$ cat config.mk
export PLATFORM = sky130hd
export DESIGN_NAME = div_seq_flat
export DESIGN_NICKNAME = d
export VERILOG_FILES = /design/src/rtl/div_seq_if.sv /design/src/rtl/div_seq.sv /design/src/flat_wrapper.sv
export SDC_FILE = /design/constraint.sdc
export NUM_CORES = 1
export LEC_CHECK = 0
export CAP_MARGIN = 0
export CORE_MARGIN = 5
export CORE_UTILIZATION = 60
export CTS_BUF_LIST = sky130_fd_sc_hd__clkbuf_8
export DETAILED_ROUTE_END_ITERATION = 8
export GPL_ROUTABILITY_DRIVEN = 0
export PLACE_DENSITY = 0.84
export SYNTH_ARGS = -nofsm -noshare
export SYNTH_HDL_FRONTEND = slang
export SYNTH_SLANG_ARGS = --single-unit
$ cat constraint.sdc
create_clock -name clk -period 4.8 [get_ports clk]
set_input_delay 0.96 -clock clk [delete_from_list [all_inputs] [get_ports clk]]
set_output_delay 0.96 -clock clk [all_outputs]
set_load 0.01 [all_outputs]
$ cat src/rtl/div_seq_if.sv
// Handshake and data bundle for the sequential divider.
// The master drives requests; the slave (the divider) returns results.
interface div_seq_if #(
  parameter int WIDTH = 32
);
  logic             start;
  logic             sign;
  logic [WIDTH-1:0] din1;
  logic [WIDTH-1:0] din2;
  logic             busy;
  logic             done;
  logic [WIDTH-1:0] quot;
  logic [WIDTH-1:0] rem;
  logic             div_zero;

  modport master (
    output start, sign, din1, din2,
    input  busy, done, quot, rem, div_zero
  );

  modport slave (
    input  start, sign, din1, din2,
    output busy, done, quot, rem, div_zero
  );
endinterface

$ cat src/rtl/div_seq.sv
// Radix-2 restoring divider, one quotient bit per clock, RISC-V M semantics.
// Fixed latency: accept edge, WIDTH iterations, one fix-up edge, then a done pulse.
module div_seq #(
  parameter int WIDTH = 32
) (
  input logic        clk,
  input logic        rst,
  div_seq_if.slave   bus
);

  typedef enum logic [1:0] {
    ST_IDLE = 2'd0,
    ST_RUN  = 2'd1,
    ST_FIX  = 2'd2,
    ST_DONE = 2'd3
  } state_t;

  localparam logic [WIDTH-1:0] ONE      = {{(WIDTH-1){1'b0}}, 1'b1};
  localparam logic [5:0]       LAST_CNT = 6'(WIDTH - 1);

  function automatic logic [WIDTH-1:0] negate(input logic [WIDTH-1:0] v);
    return ~v + ONE;
  endfunction

  function automatic logic [WIDTH-1:0] magnitude(input logic [WIDTH-1:0] v, input logic en);
    return (en && v[WIDTH-1]) ? negate(v) : v;
  endfunction

  state_t           state_r, state_s;
  logic [5:0]       cnt_r, cnt_s;
  logic [WIDTH:0]   acc_r, acc_s;
  logic [WIDTH-1:0] dvd_r, dvd_s;
  logic [WIDTH-1:0] dvs_r, dvs_s;
  logic [WIDTH-1:0] orig_r, orig_s;
  logic             sign_r, sign_s;
  logic             neg1_r, neg1_s;
  logic             neg2_r, neg2_s;
  logic [WIDTH-1:0] quot_r, quot_s;
  logic [WIDTH-1:0] rem_r, rem_s;
  logic             dz_r, dz_s;
  logic             busy_r, busy_s;
  logic             done_r, done_s;
  logic [WIDTH:0]   shift_s;
  logic [WIDTH:0]   trial_s;

  // Next-state, datapath step and output write decisions
  always_comb begin
    state_s = state_r;
    cnt_s   = cnt_r;
    acc_s   = acc_r;
    dvd_s   = dvd_r;
    dvs_s   = dvs_r;
    orig_s  = orig_r;
    sign_s  = sign_r;
    neg1_s  = neg1_r;
    neg2_s  = neg2_r;
    quot_s  = quot_r;
    rem_s   = rem_r;
    dz_s    = dz_r;
    busy_s  = busy_r;
    done_s  = 1'b0;
    shift_s = {acc_r[WIDTH-1:0], dvd_r[WIDTH-1]};
    trial_s = shift_s - {1'b0, dvs_r};

    case (state_r)
      ST_IDLE, ST_DONE: begin
        if (bus.start) begin
          state_s = ST_RUN;
          busy_s  = 1'b1;
          sign_s  = bus.sign;
          neg1_s  = bus.sign & bus.din1[WIDTH-1];
          neg2_s  = bus.sign & bus.din2[WIDTH-1];
          dvd_s   = magnitude(bus.din1, bus.sign);
          dvs_s   = magnitude(bus.din2, bus.sign);
          orig_s  = bus.din1;
          acc_s   = {(WIDTH+1){1'b0}};
          cnt_s   = 6'd0;
        end else begin
          state_s = ST_IDLE;
          busy_s  = 1'b0;
        end
      end
      ST_RUN: begin
        // A clear top bit of the trial result means the subtraction fit.
        if (!trial_s[WIDTH]) begin
          acc_s = trial_s;
          dvd_s = {dvd_r[WIDTH-2:0], 1'b1};
        end else begin
          acc_s = shift_s;
          dvd_s = {dvd_r[WIDTH-2:0], 1'b0};
        end
        cnt_s = cnt_r + 6'd1;
        if (cnt_r == LAST_CNT) begin
          state_s = ST_FIX;
        end else begin
          state_s = ST_RUN;
        end
      end
      ST_FIX: begin
        if (dvs_r == {WIDTH{1'b0}}) begin
          quot_s = {WIDTH{1'b1}};
          rem_s  = orig_r;
          dz_s   = 1'b1;
        end else begin
          quot_s = (sign_r && (neg1_r != neg2_r)) ? negate(dvd_r) : dvd_r;
          rem_s  = (sign_r && neg1_r) ? negate(acc_r[WIDTH-1:0]) : acc_r[WIDTH-1:0];
          dz_s   = 1'b0;
        end
        state_s = ST_DONE;
        busy_s  = 1'b0;
        done_s  = 1'b1;
      end
      default: begin
        state_s = ST_IDLE;
        busy_s  = 1'b0;
      end
    endcase
  end

  // State and output registers with synchronous reset
  always_ff @(posedge clk) begin
    if (rst) begin
      state_r <= ST_IDLE;
      cnt_r   <= 6'd0;
      acc_r   <= {(WIDTH+1){1'b0}};
      dvd_r   <= {WIDTH{1'b0}};
      dvs_r   <= {WIDTH{1'b0}};
      orig_r  <= {WIDTH{1'b0}};
      sign_r  <= 1'b0;
      neg1_r  <= 1'b0;
      neg2_r  <= 1'b0;
      quot_r  <= {WIDTH{1'b0}};
      rem_r   <= {WIDTH{1'b0}};
      dz_r    <= 1'b0;
      busy_r  <= 1'b0;
      done_r  <= 1'b0;
    end else begin
      state_r <= state_s;
      cnt_r   <= cnt_s;
      acc_r   <= acc_s;
      dvd_r   <= dvd_s;
      dvs_r   <= dvs_s;
      orig_r  <= orig_s;
      sign_r  <= sign_s;
      neg1_r  <= neg1_s;
      neg2_r  <= neg2_s;
      quot_r  <= quot_s;
      rem_r   <= rem_s;
      dz_r    <= dz_s;
      busy_r  <= busy_s;
      done_r  <= done_s;
    end
  end

  assign bus.busy     = busy_r;
  assign bus.done     = done_r;
  assign bus.quot     = quot_r;
  assign bus.rem      = rem_r;
  assign bus.div_zero = dz_r;

endmodule
$ cat src/flat_wrapper.sv
// flat-port wrapper written by rule: the top's interface ports become plain ports
module div_seq_flat 
#(
  parameter int WIDTH = 32
)
  (clk, rst, bus_start, bus_sign, bus_din1, bus_din2, bus_busy, bus_done, bus_quot, bus_rem, bus_div_zero);
  div_seq_if #(.WIDTH(WIDTH)) bus_i ();
  input logic clk;
  input logic rst;
  input wire logic [$bits(bus_i.start)-1:0] bus_start;
  input wire logic [$bits(bus_i.sign)-1:0] bus_sign;
  input wire logic [$bits(bus_i.din1)-1:0] bus_din1;
  input wire logic [$bits(bus_i.din2)-1:0] bus_din2;
  output wire logic [$bits(bus_i.busy)-1:0] bus_busy;
  output wire logic [$bits(bus_i.done)-1:0] bus_done;
  output wire logic [$bits(bus_i.quot)-1:0] bus_quot;
  output wire logic [$bits(bus_i.rem)-1:0] bus_rem;
  output wire logic [$bits(bus_i.div_zero)-1:0] bus_div_zero;
  assign bus_i.start = bus_start;
  assign bus_i.sign = bus_sign;
  assign bus_i.din1 = bus_din1;
  assign bus_i.din2 = bus_din2;
  assign bus_busy = bus_i.busy;
  assign bus_done = bus_i.done;
  assign bus_quot = bus_i.quot;
  assign bus_rem = bus_i.rem;
  assign bus_div_zero = bus_i.div_zero;
  div_seq #(.WIDTH(WIDTH)) u_core (.clk(clk), .rst(rst), .bus(bus_i));
endmodule
==> results.yml, run 1 <==
run_status:
  status: "finished, final reports clean"
logic_synthesis:
  synth_area_sq_um: 12400
  synth_xor_xnor_area_share_pct: 9.88
  syn_avg_cell_area_sq_um: 7.58
  synth_seq_area_share_pct: 33.2
  synthFlopType: "dfxtp_1"
  syn_nets: 1745
  synth_compound_area_share_pct: 21.1
  synth_cells: 1636
  synthArstFlopShare_pct: 0
  synth_fa_ha_area_share_pct: 4.20
  ys_types: 70
  synth-seq-cells: 206
  synth_edf_count: 0
  synthSimpleGateAreaFrac_pct: 22.7
  synth_mux_area_share_pct: 3.71
  yosys_warnings: 0
  synth_top_family_by_area: "simple AND/OR/NAND/NOR gates"
floorplanning:
  die_y_microns: 154
  ios: 135
  dieArea_sq_um: 23700
  die_w_microns: 154
  core_area_sq_um: 20300
  rows: 52
  initial_utilization_pct: 61.1
grt:
  overflow: 0
  antenna_found_initial: 0
  grt_usage_pct: 28.4
  grt_max_degree: 98
  grt_pass1_wl_mm: 57.1
  grt_pass1_vias: 11500
timing:
  holdWs_ps: 455
  fin_tns_setup_ps: 0
  max_freq_mhz: 277
  finClkSkew_ps: 20.1
  setup_viol: 0
  min_period_over_period_pct: 75.1
  final_hold_viol_count: 0
  rsz0062_at_grt: "no"
  drv_slew: 0
  relSlewSlack_pct: 29.2
  fin_crit_ps: 3610
  worst_slew_pin_slew_ps: 1060
power:
  p_leak_uw: 0.00550
  peakVddDrop_mv: 0.179
  p_per_area_nw_per_um2: 283
min_path:
  hp-start: "u_core.orig_r[3]$_SDFFE_PP0P_"
  min_path_type: "reg2reg"
  holdPathStages: 2
worst_setup_path:
  cp.required_ps: 5240
  reg2reg_slack_ps: 1190
  worst_setup_path_start_kind: "flip-flop"
  cp.arrival_ps: 4050
  end_kind: "flip-flop"
  cp_max_fo: 40
  timing.rr.start: "u_core.dvd_r[31]$_SDFFE_PP0P_"
  critPathKind: "reg2reg"
  startpoint: "u_core.dvd_r[31]$_SDFFE_PP0P_"
  reg2reg_depth: 12
clocking:
  cts_hold_buffers: 0
  post_cts_resized: 0
  h-tree-depth: 2
  clk_latency_ps: 550
  path_clk_slew_ps: 60
  cts_tree: "yes"
  clkSinkCount: 206
  cts_inserted_buffers: 36
  clockBufferDepth: 3
  root_buffer: "clkbuf_8"
  post-cts-setup-buffer-count: 0
drt:
  vias_per_cell: 6.12
  drc: 0
  drtIter0Drc: 1244
  finalWirelength_mm: 34.8
  vias: 12300
  wl_per_cell_microns: 17.3
  first_pass_iters: 7
  ant_nets: 0
flow_run:
  cap_violations: 0
placement:
  dp.cells: 1951
  io_buffers: 134
  placed_area_sq_um: 13800
  hpwlAfterDp_mm: 24.8
cells_and_area:
  syn_to_final_growth_pct: 16.9
  layout-drive-gt1-share_pct: 5.28
  finalNonFillerCells: 2011
  layout.nets: 1828
  n_antenna_cell: 0
  fin_area_sq_um: 14500
## where the power goes
| group | total [uW] | internal [uW] | switching, uW |
|---|---|---|---|
| registers | 1850 | 1780 | 70.3 |
| clock network | 1570 | 827 | 740 |
| logic | 689 | 273 | 416 |
| total | 4100 | 2880 | 1230 |
## stage by stage
stage	util (%)	setup slack (ps)	power, uW
2_1_floorplan	-	1740	2340
3_3_place_gp	68.1	984	2540
3_5_place_dp	68.1	874	2560
4_1_cts	71.4	1280	4110
5_1_grt	71.4	997	4280
6_report	71.4	1190	4100
## placed cells by master, fill, tap and decap left out, types with 15 or more instances in the layout
cell type        netlist  final
nand3_1               43     43
xnor2_1               71     71
o31ai_1               18     18
nor4_1                22     22
a21o_1                17     17
nor2_1               175    172
o21ai_1               32     31
dfxtp_1              206    206
clkdlybuf4s50_1        0    133
xor2_1                69     69
a211oi_1              28     28
buf_4                  4     15
nand2_1              246    246
mux2i_1               46     46
inv_1                 59     69
nand2b_1              19     19
clkbuf_8               0     44
o22ai_1               23     23
o21ai_0               61     61
ha_1                  40     39
a21oi_1              130    130
a31oi_1               39     39
nor3_1                32     32
a311oi_1              20     20
## path summary, 6_finish.rpt
kind                                                 endpoint
worst max register to register   u_core.dvd_r[0]$_SDFFE_PP0P_
worst min register to register  u_core.orig_r[3]$_SDFFE_PP0P_
worst min-delay path            u_core.orig_r[3]$_SDFFE_PP0P_
worst max-delay path             u_core.dvd_r[0]$_SDFFE_PP0P_
## layout make-up
| type | instances | area [sq um] |
|---|---|---|
| clock inverter | 16 | 76.3 |
| multi-input combinational | 1267 | 7670 |
| inverter | 59 | 221 |
| sequential | 206 | 4120 |
| fill | 1656 | 5800 |
| timing repair buffer | 149 | 1460 |
| clock buffer | 44 | 606 |
| tap | 270 | 338 |
## cell usage after synthesis, types with 20 or more instances
cell        n  area [sq um]
nand2_1   246           923
dfxtp_1   206          4120
nor2_1    175           657
a21oi_1   130           651
clkbuf_1   88           330
xnor2_1    71           622
xor2_1     69           604
o21ai_0    61           305
inv_1      59           221
mux2i_1    46           460
nand3_1    43           215
ha_1       40           500
a31oi_1    39           244
nor3_1     32           160
o21ai_1    32           160
a211oi_1   28           210
o22ai_1    23           144
nor4_1     22           138
a311oi_1   20           175
## kinds of logic after synthesis
family,count (synthesis)
AOI/OAI and AO/OA,419
xor gates and xnor gates,140
adders and majority gates,41
buffers and inverters,163
DFF,206
muxes,46
and+or+nand+nor,621
## registers in the layout (all words and copies together), names as in the netlist
register	flops
u_core.bus.rem	32
u_core.dvd_r	32
u_core.neg2_r	1
u_core.bus.done	1
u_core.dvs_r	32
u_core.bus.quot	32
u_core.acc_r	32
u_core.neg1_r	1
u_core.sign_r	1
u_core.bus.div_zero	1
u_core.orig_r	32
u_core.bus.busy	1
u_core.state_r	2
u_core.cnt_r	6
## critical path: stages, from the launching register on
cell	delay, ps
dfxtp_1	360
inv_1	120
ha_1	240
fa_1	410
nand2b_1	180
a21oi_1	270
o21a_1	220
o211a_1	250
nor3_1	100
nor4_4	300
buf_4	550
nor2_1	130
a2111oi_2	350
## per-layer routing
metal	wire length (microns)	vias to the layer above	share of wire [%]	global-route usage [%]
met2	16200	494	46	46.0
met5	0	-	0	0
met4	1020	0	2.9	10.4
met1	15000	5808	43	38.6
met3	2580	88	7.4	4.55
li1	-	5920	-	-
(Power assumes the default switching activity.)
==> inputs of run 2 (changes only) <==
--- a/config.mk
+++ b/config.mk
@@ -7,11 +7,11 @@
 export LEC_CHECK = 0
 export CAP_MARGIN = 0
 export CORE_MARGIN = 5
-export CORE_UTILIZATION = 60
+export CORE_UTILIZATION = 59
 export CTS_BUF_LIST = sky130_fd_sc_hd__clkbuf_8
 export DETAILED_ROUTE_END_ITERATION = 8
 export GPL_ROUTABILITY_DRIVEN = 0
-export PLACE_DENSITY = 0.84
+export PLACE_DENSITY = 0.83
 export SYNTH_ARGS = -nofsm -noshare
 export SYNTH_HDL_FRONTEND = slang
 export SYNTH_SLANG_ARGS = --single-unit
==> constraint.sdc (replaced) <==
create_clock -name clk -period 3.7 [get_ports clk]
set_input_delay 0.74 -clock clk [delete_from_list [all_inputs] [get_ports clk]]
set_output_delay 0.74 -clock clk [all_outputs]
set_load 0.01 [all_outputs]
==> run 2 against run 1 <==
Compared with the run above:
- total power up 31%
- largest power group unchanged
- largest cell class unchanged
- first-iteration DRC count down 2.3%
- sequential power rose by 29%
- register-to-register slack lost 950 ps
- combinational power is 33% higher
- clock skew is essentially flat
- count of clock-buffer cells in the layout decreased by 1
- critical path depth unchanged
- fmax up 4.3%
- via count is 0.19% lower
- non-clock buffer count increased by 9
==> results.yml, run 2 (synthesized netlist as in run 1, its figures left out) <==
run_status:
  status: "finished, final reports clean"
clocking:
  cts_tree: "yes"
  cts_hold_buffers: 0
  clockBufferDepth: 3
  cts_inserted_buffers: 36
  post_cts_resized: 0
  post-cts-setup-buffer-count: 0
  path_clk_slew_ps: 60
  root_buffer: "clkbuf_8"
  clkSinkCount: 206
  clk_latency_ps: 530
  h-tree-depth: 2
worst_setup_path:
  critical-path-max-stage-delay_ps: 440
  cp.arrival_ps: 3900
  end_kind: "flip-flop"
  reg2reg_to: "u_core.acc_r[25]$_SDFFE_PP0P_"
  cpLargestDelayFamily: "simple AND/OR/NAND/NOR gates"
  critPathKind: "reg2reg"
  critical_path_buf_inv_count: 1
  worst_setup_path_start_kind: "flip-flop"
  reg2reg_depth: 12
  timing.rr.start: "u_core.dvd_r[31]$_SDFFE_PP0P_"
  critPathSlowestCell: "nor4_4"
  critical_path.cell_chain: "inv_1 > ha_1 > fa_1 > nand2b_1 > a21oi_1 > o21a_1 > o211a_1 > nor3_1 > nor4_4 > nand2_1 > or3b_1 > o211ai_1"
  cp_max_fo: 6
  reg2reg_slack_ps: 240
  cp.required_ps: 4150
power:
  peakVddDrop_mv: 0.247
  p_leak_uw: 0.00558
  p_per_area_nw_per_um2: 369
  power.total_uw: 5390
timing:
  max_freq_mhz: 289
  min_period_over_period_pct: 93.4
  drv_slew: 0
  finClkSkew_ps: 20.3
  rsz0062_at_grt: "no"
  worst_slew_pin_slew_ps: 913
  relSlewSlack_pct: 39.1
  fin_crit_ps: 3460
  fin_tns_setup_ps: 0
  setup_viol: 0
  final_hold_viol_count: 0
  holdWs_ps: 456
drt:
  finalWirelength_mm: 35.5
  wl_per_cell_microns: 17.5
  ant_nets: 0
  vias_per_cell: 6.05
  drc: 0
  drtIter0Drc: 1215
  vias: 12300
  first_pass_iters: 8
cells_and_area:
  final_common_cell: "nand2_1"
  utilization_pct: 70.0
  layout-drive-gt1-share_pct: 5.81
  layout.nets: 1837
  layout_common_cells: "nand2_1 (246), dfxtp_1 (206), nor2_1 (172), clkdlybuf4s50_1 (133), a21oi_1 (130)"
  n_antenna_cell: 0
  fin_area_sq_um: 14600
  syn_to_final_growth_pct: 17.9
min_path:
  hold_end: "u_core.orig_r[29]$_SDFFE_PP0P_"
  holdPathStages: 2
  hp-start: "u_core.orig_r[29]$_SDFFE_PP0P_"
  min_path_type: "reg2reg"
placement:
  io_buffers: 134
  hpwlAfterDp_mm: 25.8
  placed_area_sq_um: 13900
floorplanning:
  die_y_microns: 155
  die_w_microns: 155
  core_area_sq_um: 20900
  initial_utilization_pct: 59.4
  ios: 135
  dieArea_sq_um: 24000
  rows: 53
grt:
  overflow: 0
  grt_pass1_wl_mm: 58.1
  grt_usage_pct: 28.9
  antenna_found_initial: 0
  grt_pass1_vias: 11500
  grt_max_degree: 96
flow_run:
  cap_violations: 0
==> run 2: worst max path at each step <==
stage                     slack [ps]                           from                       endpoint  cells past startpoint
after detailed placement         160                    bus_din1[6]  u_core.dvd_r[27]$_SDFFE_PP0P_                     10
after global routing              90  u_core.dvd_r[31]$_SDFFE_PP0P_  u_core.acc_r[25]$_SDFFE_PP0P_                     12
after floorplan                  850  u_core.dvd_r[31]$_SDFFE_PP0P_  u_core.acc_r[30]$_SDFFE_PP0P_                     12
final                            240  u_core.dvd_r[31]$_SDFFE_PP0P_  u_core.acc_r[25]$_SDFFE_PP0P_                     12
after CTS                        300  u_core.dvd_r[31]$_SDFFE_PP0P_  u_core.acc_r[25]$_SDFFE_PP0P_                     12
after global placement           210                    bus_din1[6]  u_core.dvd_r[27]$_SDFFE_PP0P_                     10
==> run 2: tightest hold or removal path: cells and delay by family, from the launching register on <==
kind | cells | cell delay [ps]
flip-flops | 1 | 310
AND/OR/NAND/NOR | 1 | 50
AO/OA/AOI/OAI | 1 | 50
==> run 2: per-stage QoR <==
stage / cells / setup WS, ps
after floorplan: 1636 / 852
after global placement: 1965 / 212
after detailed placement: 1965 / 162
after CTS: 2030 / 297
after global routing: 2030 / 88.0
final: 2030 / 242
==> run 2: cell type report <==
| class | instances | area (sq um) |
|---|---|---|
| clock buffer | 43 | 592 |
| clock inverter | 22 | 124 |
| fill | 1730 | 6270 |
| inverter | 59 | 221 |
| multi-input combinational | 1267 | 7670 |
| sequential | 206 | 4120 |
| tap | 275 | 344 |
| timing repair buffer | 158 | 1540 |
==> run 2: where the power goes <==
| group | internal (uW) | leakage (uW) | switching (uW) |
|---|---|---|---|
| sequential | 2310 | 0.00168 | 88.4 |
| combinational | 358 | 0.00348 | 555 |
| clock | 1130 | 0.000422 | 952 |
==> run 2: metal layers <==
metal | GRT usage (%) | vias up | part of all wire [%]
met5 | 0 | - | 0
met4 | 10.5 | 0 | 3.2
met3 | 4.70 | 82 | 8.4
met2 | 46.9 | 587 | 46
met1 | 38.9 | 5667 | 42
li1 | - | 5950 | -
==> inputs of run 3 (changes only) <==
--- a/config.mk
+++ b/config.mk
@@ -7,11 +7,11 @@
 export LEC_CHECK = 0
 export CAP_MARGIN = 0
 export CORE_MARGIN = 5
-export CORE_UTILIZATION = 59
+export CORE_UTILIZATION = 60
 export CTS_BUF_LIST = sky130_fd_sc_hd__clkbuf_8
 export DETAILED_ROUTE_END_ITERATION = 8
 export GPL_ROUTABILITY_DRIVEN = 0
-export PLACE_DENSITY = 0.83
+export PLACE_DENSITY = 0.84
 export SYNTH_ARGS = -nofsm -noshare
 export SYNTH_HDL_FRONTEND = slang
 export SYNTH_SLANG_ARGS = --single-unit
==> constraint.sdc (replaced) <==
create_clock -name clk -period 4.5 [get_ports clk]
set_input_delay 0.9 -clock clk [delete_from_list [all_inputs] [get_ports clk]]
set_output_delay 0.9 -clock clk [all_outputs]
set_load 0.01 [all_outputs]
==> run 3 against run 2 <==
Compared with the run above:
- sequential share of layout area up 0.18 points
- sequential power down 18%
- total power down 18%
- non-clock buffer count down 8
- die area down 1.6%
- clock power down 18%
- setup slack better by 850 ps
- critical path type unchanged
- utilization up 1.6 points
- first-iteration DRC count down 16%
- worst hold slack better by 1.2 ps
- critical endpoint unchanged
- register-to-register slack better by 850 ps
==> results.yml, run 3 (synthesized netlist as in run 1, its figures left out) <==
clocking:
  post_cts_resized: 0
  path_clk_slew_ps: 60
  clkSinkCount: 206
  cts_inserted_buffers: 35
  post-cts-setup-buffer-count: 0
  cts_hold_buffers: 0
  cts_tree: "yes"
  h-tree-depth: 2
  root_buffer: "clkbuf_8"
  clk_latency_ps: 520
  clockBufferDepth: 3
cells_and_area:
  ff_latch_area_sq_um: 4120
  final_common_cell: "nand2_1"
  nFillCells: 1634
  layout.nets: 1828
  n_antenna_cell: 0
  layout-drive-gt1-share_pct: 5.39
  finalNonFillerCells: 2013
  multi_input_area_sq_um: 7670
  syn_to_final_growth_pct: 17.1
  layout_common_cells: "nand2_1 (246), dfxtp_1 (206), nor2_1 (172), clkdlybuf4s50_1 (133), a21oi_1 (130)"
drt:
  ant_nets: 0
  wl_per_cell_microns: 16.9
  vias: 12100
  vias_per_cell: 6.03
  drc: 0
  drtIter0Drc: 1022
  finalWirelength_mm: 34.0
  first_pass_iters: 5
worst_setup_path:
  critPathKind: "reg2reg"
  cp_max_fo: 14
  cp.arrival_ps: 3860
  cp.required_ps: 4950
  end_kind: "flip-flop"
  worst_setup_path_start_kind: "flip-flop"
floorplanning:
  initial_utilization_pct: 61.1
  dieArea_sq_um: 23700
  die_y_microns: 154
  die_w_microns: 154
  rows: 52
  ios: 135
  core_area_sq_um: 20300
run_status:
  status: "finished, final reports clean"
flow_run:
  cap_violations: 0
timing:
  min_period_over_period_pct: 75.8
  drv_slew: 0
  max_freq_mhz: 293
  fin_tns_setup_ps: 0
  worst_slew_pin_slew_ps: 1100
  fin_crit_ps: 3410
  final_hold_viol_count: 0
  finClkSkew_ps: 12.5
  setup_viol: 0
  relSlewSlack_pct: 26.4
  fin_ws_ps: 1090
  rsz0062_at_grt: "no"
power:
  p_per_area_nw_per_um2: 303
  power.total_uw: 4400
  p_leak_uw: 0.00551
  peakVddDrop_mv: 0.178
grt:
  grt_pass1_vias: 11100
  grt_max_degree: 88
  grt_pass1_wl_mm: 55.5
  antenna_found_initial: 0
  overflow: 0
  grt_usage_pct: 27.6
placement:
  hpwlAfterDp_mm: 24.6
  dp.cells: 1952
  dp_slack_ps: 667
  io_buffers: 134
min_path:
  min_path_type: "reg2reg"
## run 3: cell types whose count changed in the layout (fill, tap and decap cells not counted), sizes merged
cell / previous run / this run
buf: 25 / 17
inv: 74 / 70
## run 3: final cells by class
| type | count | share of cell area [%] |
|---|---|---|
| multi-input cells | 1267 | 52.8 |
| flip-flops and latches | 206 | 28.4 |
| repair buffers | 150 | 10.1 |
| clock buffers | 43 | 4.07 |
| well taps | 270 | 2.33 |
| inverters | 59 | 1.52 |
| clock inverters | 18 | 0.749 |
## run 3: worst max-delay path: stages (launching register included)
cell and delay (ps):
dfxtp_1 360, inv_1 100, ha_1 220, fa_1 400
nand2b_1 180, a21oi_1 270, o21a_1 240, o211a_1 240
nor3_1 90, nor4_4 280, buf_4 270, nand2_1 180
or3b_1 400, o211ai_1 90
## run 3: per-layer routing
layer	wire length [microns]	part of all wire [%]	GRT usage (%)
met4	977	2.9	8.87
met3	2450	7.2	4.75
met2	15500	45	44.1
met1	15100	44	38.2
met5	0	0	0
## run 3: worst paths after layout
kind	endpoint	start	cells past startpoint	slack [ps]
worst max-delay path	u_core.acc_r[25]$_SDFFE_PP0P_	u_core.dvd_r[31]$_SDFFE_PP0P_	13	1090
worst min-delay path	u_core.orig_r[26]$_SDFFE_PP0P_	u_core.orig_r[26]$_SDFFE_PP0P_	2	460
worst max register to register	u_core.acc_r[25]$_SDFFE_PP0P_	u_core.dvd_r[31]$_SDFFE_PP0P_	13	1090
worst min register to register	u_core.orig_r[26]$_SDFFE_PP0P_	u_core.orig_r[26]$_SDFFE_PP0P_	2	460
## run 3: power breakdown
part           internal (uW)  switching [uW]  total [uW]
logic                    291             437         728
clock network            923             773        1700
registers               1900            75.8        1970
total                   3110            1290        4400
## run 3: stage by stage
step	instance area [sq um]	utilization [%]	hold WS (ps)
CTS	14500	71.6	458
global placement	13800	68.1	446
detailed placement	13800	68.1	448
floorplan	12400	-	432
global route	14500	71.6	470
finish	14500	71.6	457
